$ cat config.mk
export PLATFORM = sky130hd
export DESIGN_NAME = eviction_buffer_ctrl
export DESIGN_NICKNAME = d
export VERILOG_FILES = /design/src/rtl/eviction_buffer_ctrl.sv
export SDC_FILE = /design/constraint.sdc
export NUM_CORES = 1
export LEC_CHECK = 0
export ABC_AREA = 1
export CAP_MARGIN = 20
export CORE_AREA = 3 3 152 154
export DETAILED_ROUTE_END_ITERATION = 10
export DIE_AREA = 0 0 155 157
export GPL_TIMING_DRIVEN = 0
export PLACE_DENSITY_LB_ADDON = 0.12
export SYNTH_ARGS = -nofsm -noshare
export SYNTH_HDL_FRONTEND = slang
export SYNTH_SLANG_ARGS = --single-unit
$ cat constraint.sdc
create_clock -name clk -period 7.9 [get_ports clk]
set_clock_uncertainty 0.1 [all_clocks]
set_input_delay 0.79 -clock clk [delete_from_list [all_inputs] [get_ports clk]]
set_output_delay 0.79 -clock clk [all_outputs]
set_load 0.01 [all_outputs]
$ cat src/rtl/eviction_buffer_ctrl.sv
// Purpose: FIFO-allocated, fully associative victim-line buffer controller with dirty-line drain to memory.
// Latency: accept/merge and lookup are combinational in-cycle; a clean head retires in 1 cycle, a dirty head waits for mem_resp.
// Backpressure: evict_ready drops when the buffer is full and the tag is new, or when the tag is the line being written back.
// Optional: define EVB_STATS_EN to add the saturating stat_drains / stat_hits counters.
module eviction_buffer_ctrl #(
    parameter int SIZE         = 8,
    parameter int DRAIN_THRESH = 4
) (
    input  logic                    clk,
    input  logic                    reset_n,
    input  logic                    evict_valid,
    output logic                    evict_ready,
    input  logic [15:0]             evict_addr,
    input  logic                    evict_dirty,
    output logic                    arr_write,
    output logic [$clog2(SIZE)-1:0] arr_index,
    input  logic [15:0]             lookup_addr,
    output logic                    lookup_hit,
    output logic [$clog2(SIZE)-1:0] lookup_index,
    output logic                    mem_write,
    output logic [15:0]             mem_addr,
    input  logic                    mem_resp,
    input  logic                    flush,
    output logic                    flush_done
`ifdef EVB_STATS_EN
    ,
    output logic [15:0]             stat_drains,
    output logic [15:0]             stat_hits
`endif
);

    localparam int IW = $clog2(SIZE);
    localparam int CW = $clog2(SIZE + 1);

    typedef enum logic {IDLE = 1'b0, WRITE = 1'b1} state_t;

    state_t          state, state_nxt;
    logic [IW-1:0]   head, tail;
    logic [CW-1:0]   count;
    logic [SIZE-1:0] valid, dirty;
    logic [11:0]     tags [SIZE];

    logic [11:0]     evict_tag, lookup_tag;
    logic            ev_hit;
    logic [IW-1:0]   ev_idx;
    logic            accept, merge, alloc, retire, drain, head_dirty_eff, head_busy;
    logic            unused_low_bits;

    assign evict_tag  = evict_addr[15:4];
    assign lookup_tag = lookup_addr[15:4];
    // Byte offset within the line plays no part in tag matching.
    assign unused_low_bits = ^{evict_addr[3:0], lookup_addr[3:0]};

    // Associative tag match for the incoming victim and for the L1 probe.
    always_comb begin
        ev_hit       = 1'b0;
        ev_idx       = '0;
        lookup_hit   = 1'b0;
        lookup_index = '0;
        for (int i = 0; i < SIZE; i++) begin
            if (valid[i] && tags[i] == evict_tag) begin
                ev_hit = 1'b1;
                ev_idx = IW'(i);
            end
            if (valid[i] && tags[i] == lookup_tag) begin
                lookup_hit   = 1'b1;
                lookup_index = IW'(i);
            end
        end
    end

    // A victim whose tag matches the line being written back must wait, otherwise its data would be lost.
    assign head_busy   = (state == WRITE) && (tags[head] == evict_tag);
    assign evict_ready = ((count < CW'(SIZE)) || ev_hit) && !head_busy;
    assign accept      = evict_valid && evict_ready;
    assign merge       = accept && ev_hit;
    assign alloc       = accept && !ev_hit;

    assign drain = (count != '0) && ((count >= CW'(DRAIN_THRESH)) || flush);
    // A dirty merge landing on a clean head this cycle must not let that head be silently retired.
    assign head_dirty_eff = dirty[head] || (merge && (ev_idx == head) && evict_dirty);
    assign retire = ((state == IDLE) && drain && !head_dirty_eff) ||
                    ((state == WRITE) && mem_resp);

    assign flush_done = flush && (count == '0);

    // Drain FSM state register.
    always_ff @(posedge clk or negedge reset_n) begin
        if (!reset_n) state <= IDLE;
        else          state <= state_nxt;
    end

    // Drain FSM next state: write back a dirty head, return once memory acknowledges.
    always_comb begin
        state_nxt = state;
        case (state)
            IDLE:    if (drain && head_dirty_eff) state_nxt = WRITE;
            WRITE:   if (mem_resp)                state_nxt = IDLE;
            default: state_nxt = IDLE;
        endcase
    end

    // Output decode: accepts own arr_index; otherwise it points at the head being drained.
    always_comb begin
        arr_write = accept;
        arr_index = '0;
        mem_write = 1'b0;
        mem_addr  = '0;
        if (merge)              arr_index = ev_idx;
        else if (alloc)         arr_index = tail;
        else if (state == WRITE) arr_index = head;
        if (state == WRITE) begin
            mem_write = 1'b1;
            mem_addr  = {tags[head], 4'b0000};
        end
    end

    // Slot bookkeeping: retire at head, allocate at tail, merge in place; count tracks net change.
    always_ff @(posedge clk or negedge reset_n) begin
        if (!reset_n) begin
            head  <= '0;
            tail  <= '0;
            count <= '0;
            valid <= '0;
            dirty <= '0;
            for (int i = 0; i < SIZE; i++) tags[i] <= '0;
        end else begin
            if (retire) begin
                valid[head] <= 1'b0;
                dirty[head] <= 1'b0;
                head        <= head + 1'b1;
            end
            if (alloc) begin
                valid[tail] <= 1'b1;
                dirty[tail] <= evict_dirty;
                tags[tail]  <= evict_tag;
                tail        <= tail + 1'b1;
            end
            if (merge) dirty[ev_idx] <= dirty[ev_idx] | evict_dirty;
            count <= count + CW'(alloc) - CW'(retire);
        end
    end

`ifdef EVB_STATS_EN
    // Saturating event counters for completed write-backs and hit cycles.
    always_ff @(posedge clk or negedge reset_n) begin
        if (!reset_n) begin
            stat_drains <= '0;
            stat_hits   <= '0;
        end else begin
            if (state == WRITE && mem_resp && stat_drains != 16'hFFFF) stat_drains <= stat_drains + 1'b1;
            if (lookup_hit && stat_hits != 16'hFFFF)                   stat_hits   <= stat_hits + 1'b1;
        end
    end
`endif

endmodule

==> metrics.csv <==
metric,value,unit
final-setup-viol-count,0,
gr-total-overflow,0,
regArea,3080,um2
fin_worst_hold_slack,0.209,ns
clk_latency,0.44,ns
yosys-top-cells-area,"dfrtp_1 28%, nand2_1 24%, o21ai_2 6.4%",
synth_area,10800,um2
grtUsageMet3,0.127,
synthCells,1705,
power.density,391,nW/um2
numCtsBuffers,17,
dieWidth,155,um
dr.pass1.iters,6,
crit_path_start,evict_addr[13],
final_antenna_net_count,0,
busiest_layer,met2,
avgSynthCellArea,6.36,um2
required,7.01,ns
yosys.area.top_type,dfrtp_1,
cts-root-buf,clkbuf_16,
area_growth_syn_to_layout,12.6,%
vias_per_cell,5.94,
vias,12200,
routed_wl,51300,um
hold_buffers,0,
drt_iter0_drc,1625,
synthArstFlopShare,1.00,
vdd_drop_max,189,uV
antenna_found_initial,0,
grt_pass1_wl,73500,um
rr_startpoint,head[0],
ioPinCount,65,
ys.flop_type,dfrtp_1,
p_comb_frac,0.534,
grt_max_degree,71,
max_freq,197,MHz
num_rows,54,
switching_share,0.519,
worst_slew_pin_slew,1.03,ns
cp-start-kind,input port,
cts_sinks,123,
ys_seq_elements,123,
placed_cell_area,11600,um2
multi_input_area,6550,um2
pwr-share-seq,0.290,
wl_per_cell,24.9,um
drc_errors,0,
antenna_cells,0,
outcome,completed,
seq_area_frac_synth,0.284,
fillers,2265,
p_leak,6.13,nW
use_met1,0.523,
power,4.77,mW
finalMaxSlewViolations,0,
rsz0062_at_grt,false,
grt_pass1_vias,11300,
cap_violations,0,
grt_usage,0.416,
cts_setup_buffers,0,
ys_warn_count,0,
cp_max_fo,10,
cts_resized,0,
tns,0,ns
crit_type,in2out,
gp_congestion,1.05,
hold_class,in2async,
hpwlAfterDp,37100,um
endpoint_kind,output pin,
clockPowerShare,0.176,
cts_buffer_depth,2,
relSlewSlack,0.313,
dieArea,24300,um2
switchingPower,2.48,mW
post-route-period-util,0.644,
clkSlewWorstSetupHoldPaths,0.06,ns
layout.nets,1812,
use_met2,0.616,
drive_gt1_frac,0.131,
die_h,157,um
io_buffer_count,38,
htree_levels,4,
synth_top_area_frac,0.284,
core-area,21800,um2
fin_crit,5.08,ns
start_util,0.497,
finalCoreUtilization,0.560,
yosysUniqueCellTypes,57,
cp.arrival,4.19,ns
timing_hold_violations_final,0,
synth_edf_count,0,
fin_area,12200,um2
cts_tree,built,
internal_power,2.30,mW
==> critical path, cell delays in order <==
cell             delay, ns
clkdlybuf4s50_1       0.59
buf_2                 0.45
nand2_1               0.14
nand2_1               0.08
nor2_1                0.05
nand2_1               0.05
nor2_1                0.03
nand2_1               0.21
nand2_1               0.15
nor2_1                0.33
o21ai_0               0.14
nor3_1                0.30
nor2_4                0.13
o21ai_0               0.18
clkdlybuf4s50_1       0.56
==> final cells by class <==
class                      count  area share
sequential                   123       0.252
clock inverter                14      0.0132
tap                          280      0.0287
timing repair buffer          39      0.0335
buffer                        81      0.0472
multi-input combinational   1333       0.536
clock buffer                  18      0.0360
inverter                     171      0.0532
==> path summary, 6_finish.rpt <==
path	to	depth (start not counted)	slack, ns
max in group asynchronous	tags[86]	2	6.73
max	arr_index[0]	15	2.82
min in group clk	valid[6]	2	0.38
max reg2reg	count[2]	25	3.67
min	tags[39]	1	0.21
min reg2reg	valid[6]	2	0.38
==> per-stage QoR <==
stage / setup WS (ns) / instances
final: 2.82 / 2059
after global routing: 2.68 / 2059
after CTS: 2.91 / 2059
after detailed placement: 2.93 / 2027
after global placement: 0.921 / 2026
after floorplan: 4.33 / 1708
==> Yosys cell counts, types with 2 or more instances <==
master and number:
buf_4 19, nand2_2 17, nor3_1 17, or4_1 2, a221oi_1 11, a21oi_1 35, o21ai_2 79, o2111ai_1 10
nand4_1 28, nand2_1 698, nand2_4 7, o221ai_1 2, buf_1 2, a211oi_1 2, buf_2 20, inv_1 151
o21ai_1 23, buf_6 22, xor2_1 23, and2_1 2, or2_2 2, nor4_1 4, nor2_4 5, xnor2_1 25
clkbuf_1 17, nand3_1 48, o211ai_1 4, a21boi_0 6, ha_1 7, o21ai_0 75, a2111oi_0 3, dfrtp_1 123
inv_2 17, nand3b_1 3, o22ai_1 22, nor2_1 152, nand3_2 2
==> cells in the final DEF, fill, tap and decap left out, types with 19 or more instances in the layout <==
cell | netlist | final
nand2_1 | 698 | 698
nor2_1 | 152 | 152
inv_1 | 151 | 151
dfrtp_1 | 123 | 123
o21ai_2 | 79 | 79
o21ai_0 | 75 | 75
nand3_1 | 48 | 48
clkdlybuf4s50_1 | 0 | 37
a21oi_1 | 35 | 35
nand4_1 | 28 | 28
xnor2_1 | 25 | 25
buf_6 | 22 | 23
o21ai_1 | 23 | 23
xor2_1 | 23 | 23
o22ai_1 | 22 | 22
buf_2 | 20 | 20
buf_4 | 19 | 19
==> kinds of logic (layout without fill, tap and decap cells) <==
family	Yosys count	count (layout)	share of synthesized area
XOR/XNOR	48	48	0.0388
other	1	4	0.000346
AND/OR/NAND/NOR	995	995	0.382
flip-flops	123	123	0.284
adder cells (fa/ha/maj)	8	8	0.00993
buffers and inverters	252	323	0.113
AO/OA/AOI/OAI	278	278	0.172
==> routing by layer <==
metal	up-vias	share of wire
met5	-	0
met4	0	0.080
met3	226	0.12
met2	832	0.42
met1	5591	0.39
li1	5579	-
==> power groups by stage <==
stage,logic [mW],registers [mW],clock network [mW]
6_report,2.55,1.38,0.841
5_1_grt,2.81,1.40,0.860
4_1_cts,2.49,1.35,0.838
3_5_place_dp,2.48,1.35,0
3_3_place_gp,2.43,1.35,0
2_1_floorplan,1.81,1.18,0
==> registers in the layout (all words and copies together), names as in the netlist <==
register,flops
valid,8
head,3
state,1
tail,3
tags,96
dirty,8
count,4
No activity file was read; power rests on OpenSTA's default activity.
